===== src/rtl/mpu_load_stream_if.sv =====
// Memory-side beat stream feeding the matrix loader: valid/ready handshake,
// LANES elements per beat with lane k at bits [k*FP +: FP].
interface mpu_load_stream_if #(
  parameter int unsigned FP    = 32,
  parameter int unsigned LANES = 2
) ();
  logic                mem_load_valid_in;
  logic [LANES*FP-1:0] mem_load_element_in;
  logic                mem_load_ready_out;

  modport master (
    output mem_load_valid_in,
    output mem_load_element_in,
    input  mem_load_ready_out
  );

  modport slave (
    input  mem_load_valid_in,
    input  mem_load_element_in,
    output mem_load_ready_out
  );
endinterface


===== src/rtl/mpu_load_stream.sv =====
// Matrix load streamer: takes a load command, then serialises LANES-wide memory
// beats into one register-file write per cycle in row- or column-major order.
module mpu_load_stream #(
  parameter int unsigned FP       = 32,
  parameter int unsigned M        = 4,
  parameter int unsigned N        = 4,
  parameter int unsigned NUM_MATS = 4,
  parameter int unsigned LANES    = 2,
  localparam int unsigned MBITS           = $clog2(M),
  localparam int unsigned NBITS           = $clog2(N),
  localparam int unsigned MATRIX_REG_SIZE = $clog2(NUM_MATS)
) (
  input  logic                       clk,
  input  logic                       rst,
  input  logic                       load_en_in,
  input  logic [MBITS:0]             mem_m_load_size_in,
  input  logic [NBITS:0]             mem_n_load_size_in,
  input  logic [MATRIX_REG_SIZE-1:0] mem_load_addr_in,
  input  logic                       mem_col_major_in,
  mpu_load_stream_if.slave           mem_if,
  output logic                       mem_load_ack_out,
  output logic                       mem_load_done_out,
  output logic                       mem_load_error_out,
  output logic [1:0]                 mem_load_err_code_out,
  input  logic                       reg_load_stall_in,
  output logic                       reg_load_en_out,
  output logic [MATRIX_REG_SIZE-1:0] reg_load_addr_out,
  output logic [FP-1:0]              reg_load_element_out,
  output logic [MBITS:0]             reg_i_load_loc_out,
  output logic [NBITS:0]             reg_j_load_loc_out,
  output logic [MBITS:0]             reg_m_load_size_out,
  output logic [NBITS:0]             reg_n_load_size_out
);
  localparam int unsigned IW    = MBITS + 1;
  localparam int unsigned JW    = NBITS + 1;
  localparam int unsigned AW    = MATRIX_REG_SIZE;
  localparam int unsigned RBITS = $clog2(M * N + 1);
  localparam int unsigned CBITS = $clog2(LANES + 1);
  localparam int unsigned LBITS = (LANES > 1) ? $clog2(LANES) : 1;

  typedef enum logic [1:0] {S_IDLE, S_LOAD, S_DONE} state_e;

  state_e           state_q, state_d;
  logic [IW-1:0]    m_q, m_d, i_q, i_d;
  logic [JW-1:0]    n_q, n_d, j_q, j_d;
  logic [AW-1:0]    addr_q, addr_d;
  logic             col_q, col_d;
  logic [RBITS-1:0] rem_q, rem_d, fetch_q, fetch_d;
  logic [FP-1:0]    buf_q [LANES];
  logic [FP-1:0]    buf_d [LANES];
  logic [LBITS-1:0] lane_q, lane_d;
  logic [CBITS-1:0] cnt_q, cnt_d;
  logic             en_q, en_d;
  logic [FP-1:0]    elem_q, elem_d;
  logic             err_q, err_d;
  logic [1:0]       code_q, code_d;
  logic             ack_q, ack_d;
  logic             done_q, done_d;

  logic ready_c, wr_done_c, last_lane_c, bad_dim_c, bad_addr_c;

  assign bad_dim_c  = (mem_m_load_size_in == '0) || (mem_n_load_size_in == '0) ||
                      (mem_m_load_size_in > IW'(M)) || (mem_n_load_size_in > JW'(N));
  assign bad_addr_c = {1'b0, mem_load_addr_in} >= (AW+1)'(NUM_MATS);

  // fetch_q counts elements still to be pulled from the stream, rem_q those still to be written
  assign wr_done_c   = en_q && !reg_load_stall_in;
  assign last_lane_c = (CBITS'(lane_q) + CBITS'(1)) == cnt_q;
  assign ready_c     = (state_q == S_LOAD) && !ack_q && (fetch_q != '0) &&
                       (!en_q || (last_lane_c && !reg_load_stall_in));

  always_comb begin
    state_d = state_q;
    m_d     = m_q;
    n_d     = n_q;
    i_d     = i_q;
    j_d     = j_q;
    addr_d  = addr_q;
    col_d   = col_q;
    rem_d   = rem_q;
    fetch_d = fetch_q;
    buf_d   = buf_q;
    lane_d  = lane_q;
    cnt_d   = cnt_q;
    en_d    = en_q;
    elem_d  = elem_q;
    err_d   = err_q;
    code_d  = code_q;
    ack_d   = 1'b0;
    done_d  = 1'b0;
    unique case (state_q)
      S_IDLE: begin
        if (load_en_in) begin
          if (bad_dim_c) begin
            err_d  = 1'b1;
            code_d = 2'b01;
          end else if (bad_addr_c) begin
            err_d  = 1'b1;
            code_d = 2'b10;
          end else begin
            m_d     = mem_m_load_size_in;
            n_d     = mem_n_load_size_in;
            addr_d  = mem_load_addr_in;
            col_d   = mem_col_major_in;
            i_d     = '0;
            j_d     = '0;
            rem_d   = RBITS'(mem_m_load_size_in) * RBITS'(mem_n_load_size_in);
            fetch_d = RBITS'(mem_m_load_size_in) * RBITS'(mem_n_load_size_in);
            en_d    = 1'b0;
            lane_d  = '0;
            err_d   = 1'b0;
            code_d  = 2'b00;
            ack_d   = 1'b1;
            state_d = S_LOAD;
          end
        end
      end
      S_LOAD: begin
        if (wr_done_c) begin
          if (!col_q) begin
            if (j_q + JW'(1) == n_q) begin
              j_d = '0;
              i_d = i_q + IW'(1);
            end else begin
              j_d = j_q + JW'(1);
            end
          end else begin
            if (i_q + IW'(1) == m_q) begin
              i_d = '0;
              j_d = j_q + JW'(1);
            end else begin
              i_d = i_q + IW'(1);
            end
          end
          rem_d = rem_q - RBITS'(1);
          if (last_lane_c) begin
            en_d = 1'b0;
          end else begin
            lane_d = lane_q + LBITS'(1);
            elem_d = buf_q[lane_q + LBITS'(1)];
          end
          if (rem_q == RBITS'(1)) begin
            en_d    = 1'b0;
            done_d  = 1'b1;
            state_d = S_DONE;
          end
        end
        // Refill may coincide with the final lane's write; lanes beyond the matrix are dropped
        if (ready_c && mem_if.mem_load_valid_in) begin
          for (int k = 0; k < LANES; k++) begin
            buf_d[k] = mem_if.mem_load_element_in[k*FP +: FP];
          end
          cnt_d   = (fetch_q >= RBITS'(LANES)) ? CBITS'(LANES) : CBITS'(fetch_q);
          fetch_d = fetch_q - RBITS'(cnt_d);
          lane_d  = '0;
          en_d    = 1'b1;
          elem_d  = mem_if.mem_load_element_in[FP-1:0];
        end
      end
      S_DONE: begin
        m_d     = '0;
        n_d     = '0;
        i_d     = '0;
        j_d     = '0;
        addr_d  = '0;
        col_d   = 1'b0;
        elem_d  = '0;
        state_d = S_IDLE;
      end
      default: state_d = S_IDLE;
    endcase
  end

  always_ff @(posedge clk) begin
    if (!rst) begin
      state_q <= S_IDLE;
      m_q     <= '0;
      n_q     <= '0;
      i_q     <= '0;
      j_q     <= '0;
      addr_q  <= '0;
      col_q   <= 1'b0;
      rem_q   <= '0;
      fetch_q <= '0;
      for (int k = 0; k < LANES; k++) buf_q[k] <= '0;
      lane_q  <= '0;
      cnt_q   <= '0;
      en_q    <= 1'b0;
      elem_q  <= '0;
      err_q   <= 1'b0;
      code_q  <= 2'b00;
      ack_q   <= 1'b0;
      done_q  <= 1'b0;
    end else begin
      state_q <= state_d;
      m_q     <= m_d;
      n_q     <= n_d;
      i_q     <= i_d;
      j_q     <= j_d;
      addr_q  <= addr_d;
      col_q   <= col_d;
      rem_q   <= rem_d;
      fetch_q <= fetch_d;
      buf_q   <= buf_d;
      lane_q  <= lane_d;
      cnt_q   <= cnt_d;
      en_q    <= en_d;
      elem_q  <= elem_d;
      err_q   <= err_d;
      code_q  <= code_d;
      ack_q   <= ack_d;
      done_q  <= done_d;
    end
  end

  assign mem_if.mem_load_ready_out = ready_c;
  assign mem_load_ack_out          = ack_q;
  assign mem_load_done_out         = done_q;
  assign mem_load_error_out        = err_q;
  assign mem_load_err_code_out     = code_q;
  assign reg_load_en_out           = en_q;
  assign reg_load_addr_out         = addr_q;
  assign reg_load_element_out      = elem_q;
  assign reg_i_load_loc_out        = i_q;
  assign reg_j_load_loc_out        = j_q;
  assign reg_m_load_size_out       = m_q;
  assign reg_n_load_size_out       = n_q;
endmodule


===== src/flat_wrapper.sv =====
// flat-port wrapper written by rule: the top's interface ports become plain ports
module mpu_load_stream_flat 
#(
  parameter int unsigned FP       = 32,
  parameter int unsigned M        = 4,
  parameter int unsigned N        = 4,
  parameter int unsigned NUM_MATS = 4,
  parameter int unsigned LANES    = 2,
  localparam int unsigned MBITS           = $clog2(M),
  localparam int unsigned NBITS           = $clog2(N),
  localparam int unsigned MATRIX_REG_SIZE = $clog2(NUM_MATS)
)
  (clk, rst, load_en_in, mem_m_load_size_in, mem_n_load_size_in, mem_load_addr_in, mem_col_major_in, mem_load_ack_out, mem_load_done_out, mem_load_error_out, mem_load_err_code_out, reg_load_stall_in, reg_load_en_out, reg_load_addr_out, reg_load_element_out, reg_i_load_loc_out, reg_j_load_loc_out, reg_m_load_size_out, reg_n_load_size_out, mem_if_mem_load_valid_in, mem_if_mem_load_element_in, mem_if_mem_load_ready_out);
  mpu_load_stream_if #(.FP(FP), .LANES(LANES)) mem_if_i ();
  input  logic clk;
  input  logic rst;
  input  logic load_en_in;
  input  logic [MBITS:0] mem_m_load_size_in;
  input  logic [NBITS:0] mem_n_load_size_in;
  input  logic [MATRIX_REG_SIZE-1:0] mem_load_addr_in;
  input  logic mem_col_major_in;
  output logic mem_load_ack_out;
  output logic mem_load_done_out;
  output logic mem_load_error_out;
  output logic [1:0] mem_load_err_code_out;
  input  logic reg_load_stall_in;
  output logic reg_load_en_out;
  output logic [MATRIX_REG_SIZE-1:0] reg_load_addr_out;
  output logic [FP-1:0] reg_load_element_out;
  output logic [MBITS:0] reg_i_load_loc_out;
  output logic [NBITS:0] reg_j_load_loc_out;
  output logic [MBITS:0] reg_m_load_size_out;
  output logic [NBITS:0] reg_n_load_size_out;
  input wire logic [$bits(mem_if_i.mem_load_valid_in)-1:0] mem_if_mem_load_valid_in;
  input wire logic [$bits(mem_if_i.mem_load_element_in)-1:0] mem_if_mem_load_element_in;
  output wire logic [$bits(mem_if_i.mem_load_ready_out)-1:0] mem_if_mem_load_ready_out;
  assign mem_if_i.mem_load_valid_in = mem_if_mem_load_valid_in;
  assign mem_if_i.mem_load_element_in = mem_if_mem_load_element_in;
  assign mem_if_mem_load_ready_out = mem_if_i.mem_load_ready_out;
  mpu_load_stream #(.FP(FP), .M(M), .N(N), .NUM_MATS(NUM_MATS), .LANES(LANES)) u_core (.clk(clk), .rst(rst), .load_en_in(load_en_in), .mem_m_load_size_in(mem_m_load_size_in), .mem_n_load_size_in(mem_n_load_size_in), .mem_load_addr_in(mem_load_addr_in), .mem_col_major_in(mem_col_major_in), .mem_if(mem_if_i), .mem_load_ack_out(mem_load_ack_out), .mem_load_done_out(mem_load_done_out), .mem_load_error_out(mem_load_error_out), .mem_load_err_code_out(mem_load_err_code_out), .reg_load_stall_in(reg_load_stall_in), .reg_load_en_out(reg_load_en_out), .reg_load_addr_out(reg_load_addr_out), .reg_load_element_out(reg_load_element_out), .reg_i_load_loc_out(reg_i_load_loc_out), .reg_j_load_loc_out(reg_j_load_loc_out), .reg_m_load_size_out(reg_m_load_size_out), .reg_n_load_size_out(reg_n_load_size_out));
endmodule

===== config.mk =====
export PLATFORM = sky130hd
export DESIGN_NAME = mpu_load_stream_flat
export DESIGN_NICKNAME = d
export VERILOG_FILES = /design/src/rtl/mpu_load_stream_if.sv /design/src/rtl/mpu_load_stream.sv /design/src/flat_wrapper.sv
export SDC_FILE = /design/constraint.sdc
export NUM_CORES = 1
export LEC_CHECK = 0
export ABC_CLOCK_PERIOD_IN_PS = 4250
export CAP_MARGIN = 30
export CORE_UTILIZATION = 55
export DETAILED_ROUTE_END_ITERATION = 10
export GPL_TIMING_DRIVEN = 0
export PLACE_DENSITY = 0.86
export SLEW_MARGIN = 20
export SYNTH_ARGS = -nofsm -noshare
export SYNTH_HDL_FRONTEND = slang
export SYNTH_SLANG_ARGS = --single-unit

===== constraint.sdc =====
create_clock -name clk -period 4.25 [get_ports clk]
set_input_delay 0.85 -clock clk [delete_from_list [all_inputs] [get_ports clk]]
set_output_delay 0.85 -clock clk [all_outputs]
set_load 0.03 [all_outputs]

# Yosys cells after proc, flatten, opt, wreduce, memory -nomap -nowiden
# Index checks and enable logic that the tools add are counted.
# op_classes
n_addsub	6
multipliers	1
order_cmp	4
n_eq_ne	16
muxes	58
bitwise_logic	1
reduce_logical	34
# op_table
op	n
32-bit two-way mux	6
32-bit case mux with 2 select lines	1
3-bit two-way mux	14
5-bit two-way mux	4
5-bit case mux with 2 select lines	2
5-bit AND reduction	4
3-bit case mux with 3 select lines	2
1-bit two-way mux	15
2-bit two-way mux	7
3-bit case mux with 2 select lines	2
3-bit AND reduction	4
4-bit AND reduction	3
2-bit != test (second input constant)	4
2-bit case mux with 2 select lines	2
3-bit by 1-bit adder with 3-bit output (second input constant)	2
3-bit equality test	2
3-bit > comparator (second input constant)	2
1-bit logical AND	6
3-bit zero test	2
3-bit by 2-bit != test with 1-bit output (second input constant)	2
3-bit != test (second input constant)	2
1-bit case mux with 2 select lines	3
2-bit nonzero test	3
5-bit by 1-bit equality test with 1-bit output (second input constant)	1
19 further kinds	25
# totals
regBits	132
input_bits	78
output_inout_bits	53
word_cells	139

# Longest topological paths before layout
# depth
depth_word	9
mapped_depth	10
mapped_depth_nobuf	10

# Least setup slack after synthesis
# Ideal clock, no wire load.
# synth_timing
kind	input to output
start	in reg_load_stall_in
end	out mem_if_mem_load_ready_out
t_arrival_ns	2.040
required_ns	3.400
setup_slack_ns	1.360
cell_stages	4
path_buffers	0
cell_sequence	nor4b_1 a211o_2 nand2_1 nor3_1
# synth_via
elab_chain_cells	4
# synth_lines
element	line_no	source
start: declaration	flat_wrapper.sv:26	input logic reg_load_stall_in;
1-bit zero test	mpu_load_stream.sv:70	(!en_q || (last_lane_c && !reg_load_stall_in));
1-bit logical AND	mpu_load_stream.sv:70	
1-bit logical OR	mpu_load_stream.sv:70	
1-bit logical AND	mpu_load_stream.sv:69	assign ready_c = (state_q == S_LOAD) && !ack_q && (fetch_q != '0) &&
end: declaration	flat_wrapper.sv:36	output wire logic [$bits(mem_if_i.mem_load_ready_out)-1:0] mem_if_mem_load_ready_out;
# No other way between the ends.

# Worst setup path after layout
# layout_timing
start	reg u_core.state_q[0]
end	out mem_if_mem_load_ready_out
# layout_via
elab_chain_cells	4
# layout_lines
element	line_no	source
start: declaration	mpu_load_stream.sv:43	state_e state_q, state_d;
start signal: assignment	mpu_load_stream.sv:195	state_q <= state_d;
2-bit by 1-bit equality test with 1-bit output	mpu_load_stream.sv:69	
1-bit logical AND (3 in a row)	mpu_load_stream.sv:69	
# No other way between the ends.

==> run_results.csv <==
group,metric,value,unit
clock_network,cts_hold_buffers,0,
route,wl_met3,1260,um
global_route,grt_util_all_layers,31.5,%
final_layout,syn_to_final_growth,33.5,%
clock_network,ctsResizeCount,0,
route,wl,17800,um
route,drt-wirelength-per-cell,18.2,um
final_layout,stdcell_count,976,
final_layout,nets,920,
placement,dp_hpwl,12400,um
route,routed.top_layer,"met4",
synth,synthFlopType,"dfxtp_1",
route,met1_length,7540,um
setup_path,critPathRequiredTime,3400,ps
setup_path,crit_fanout,10,
sta,maxSlewViolCount,0,
sta,setup_ws,286,ps
global_route,grt_first_pass_wirelength,28300,um
synth,yosysTopAreaCell,"dfxtp_1",
status,status,"finished clean",
global_route,grt_max_degree,17,
synth,synth_area_per_cell,8.91,sq um
setup_path,endpoint,"mem_if_mem_load_ready_out",
sta,setup_tns,0,ps
placement,placed_area,7510,sq um
setup_path,worstSetupPathType,"reg2out",
setup_path,slowest_delay,690,ps
pwr,power.density,514,nW/um^2
pwr,p_leak,2.84,nW
global_route,antenna_found_initial,0,
sta,setup_viol,0,
final_layout,diodes,0,
synth,synthTopCellsByCount,"nand2_1 (145), dfxtp_1 (130), a21oi_1 (81)",
synth,ys.warnings.count,0,
placement,routabilityCongestion,0.890,
setup_path,crit_arrival,3110,ps
synth,synth_edf_count,0,
synth,syn_nets,772,
route,drc,0,
worst_hold_path,worstHoldPathCells,2,
synth,yosysMostFrequentCell,"nand2_1",
sta,worst_pin_slew,740,ps
synth,ys_types,67,
final_layout,finish.utilization,76.9,%
floorplan,die_h,107,um
clock_network,numClockSinks,130,
pwr,power.total,4.15,mW
setup_path,crit_chain,"ha_1 > buf_1 > clkbuf_1 > nand2_1 > nor3_1 > clkdlybuf4s50_1",
clock_network,insertion_delay,530,ps
setup_path,r2r_cells,6,
route,ant_nets,0,
floorplan,ios,131,
floorplan,die_area,11400,sq um
setup_path,startpoint_type,"flop",
sta,fin_skew,12.4,ps
setup_path,cp_slowest_cell,"clkdlybuf4s50_1",
route,first_pass_iters,5,
route,drt-vias-per-instance,6.07,
sta,fin_crit_sh,93.3,%
floorplan,coreArea,10500,sq um
global_route,grt_pass1_vias,5895,
clock_network,h-tree-depth,4,
sta,holdWs,452,ps
clock_network,path_clk_slew,60,ps
sta,rsz0062_at_grt,"no",
final_layout,final_cell_area,8080,sq um
worst_hold_path,hp-class,"reg2reg",
sta,relSlewSlack,49.2,%
route,vias,5929,
setup_path,ff2ff_setup_slack,1790,ps
clock_network,cts_tree,"done",
sta,final_hold_viol_count,0,
pwr,ir_drop,328,uV
sta,final.min_clock_period,3960,ps
synth,syn_inst,679,
floorplan,chipWidth,107,um
clock_network,clk_path_buf_depth,2,
placement,io_buffers,129,
synth,yosys.area.top_type_share,43.0,%
clock_network,clockRootBuffer,"clkbuf_8",
route,wl_met2,8610,um
setup_path,endpoint_kind,"primary output",
synth,yosysSeqAreaShare,43.0,%
floorplan,num_rows,37,
global_route,gr-total-overflow,0,
final_layout,fillCellCount,726,
synth,syn_area,6050,sq um
synth,async_flop_share,0,%
setup_path,cp-startpoint,"u_core.state_q[0]$_SDFFE_PN0P_",
setup_path,reg2reg_to,"u_core.rem_q[3]$_SDFFE_PN0P_",
clock_network,numCtsBuffers,17,
placement,dp.cells,944,
route,drt_iter0_markers,491,
setup_path,r2r_start,"u_core.state_q[0]$_SDFFE_PN0P_",
synth,ys_ff_latch,130,
floorplan,initial_core_util,57.6,%
sta,max_freq,0.252,GHz
final_layout,final_layout_size_suffix_gt1_share,12.1,%
worst_hold_path,hp-start,"u_core.buf_q[55]$_SDFFE_PN0P_",
clock_network,cts_setup_buffers,0,
job,maxCapViolations,0,
placement,pre_cts_slack,590,ps
synth,synth.area.top_cells,"dfxtp_1 (43%), nand2_1 (9.0%), a21oi_1 (6.7%)",
==> metal layers <==
layer	vias up	GRT usage (%)
met5	-	0
met2	287	52.6
met1	2887	40.5
li1	2719	-
met3	36	6.38
met4	0	11.3
==> worst min path at each step <==
| stage | endpoint | slack (ps) |
|---|---|---|
| floorplan | u_core.buf_q[32]$_SDFFE_PN0P_ | 430 |
| global placement | u_core.buf_q[50]$_SDFFE_PN0P_ | 440 |
| detailed placement | u_core.reg_load_element_out[0]$_SDFFE_PN0P_ | 450 |
| CTS | u_core.buf_q[55]$_SDFFE_PN0P_ | 460 |
| global route | u_core.buf_q[37]$_SDFFE_PN0P_ | 460 |
| finish | u_core.buf_q[55]$_SDFFE_PN0P_ | 450 |
==> layout make-up <==
type,count,area (sq um),area share (%)
plain buffers,48,284,3.52
clock buffers,18,428,5.30
clock inverters,14,139,1.72
inverters,15,56.3,0.697
multi-input cells,486,3110,38.5
flip-flops and latches,130,2600,32.2
well taps,136,170,2.11
repair buffers,129,1290,16.0
==> logic make-up after synthesis <==
| kind of cell | share of synthesized area, % |
|---|---|
| xor+xnor | 1.63 |
| buf+inv | 5.63 |
| fa+ha+maj | 3.35 |
| mux | 6.79 |
| simple gates | 16.1 |
| flops | 43.0 |
| other cells | 0.124 |
| compound gates | 23.3 |
==> sequential cells by signal, summed over array words and instances (netlist names) <==
signal,cells
u_core.reg_load_en_out,1
u_core.mem_load_err_code_out,1
u_core.cnt_q,2
u_core.reg_i_load_loc_out,3
u_core.col_q,1
u_core.lane_q,1
u_core.reg_j_load_loc_out,3
u_core.reg_load_element_out,32
u_core.reg_m_load_size_out,3
u_core.mem_load_done_out,1
u_core.buf_q,64
u_core.reg_n_load_size_out,3
u_core.mem_load_ack_out,1
u_core.fetch_q,5
u_core.state_q,2
u_core.reg_load_addr_out,2
u_core.rem_q,5
==> cell usage in the layout (no fill, tap or decap), types with 4 or more instances in the layout <==
master	Yosys	layout
inv_6	0	7
nor4_1	4	4
a21oi_1	81	81
dfxtp_1	130	130
a22oi_1	42	42
and2_1	4	4
clkbuf_1	26	26
nor2b_1	5	5
xnor2_1	4	4
nor3_1	8	8
nand3_1	6	6
o21ai_0	13	13
o2bb2ai_1	32	32
buf_6	10	10
mux2i_1	5	5
buf_2	5	5
clkbuf_16	0	16
mux2_2	32	32
nand2b_1	6	6
inv_1	15	15
ha_1	13	13
buf_4	6	6
clkdlybuf4s50_1	0	129
nand2_1	145	145
nor2_1	25	25
==> critical path: cells and delay by family (launching register included) <==
family        cells  cell delay (ps)
buf+inv           3             1610
fa+ha+maj         1              270
simple gates      2              290
flops             1              420
==> power by group <==
| group | total, mW | internal, mW | switching, mW |
|---|---|---|---|
| clock | 1.40 | 0.807 | 0.595 |
| combinational | 1.33 | 0.519 | 0.810 |
| sequential | 1.42 | 1.33 | 0.0936 |
| total | 4.15 | 2.65 | 1.50 |
Note: power is estimated with default switching activity, not from simulation.
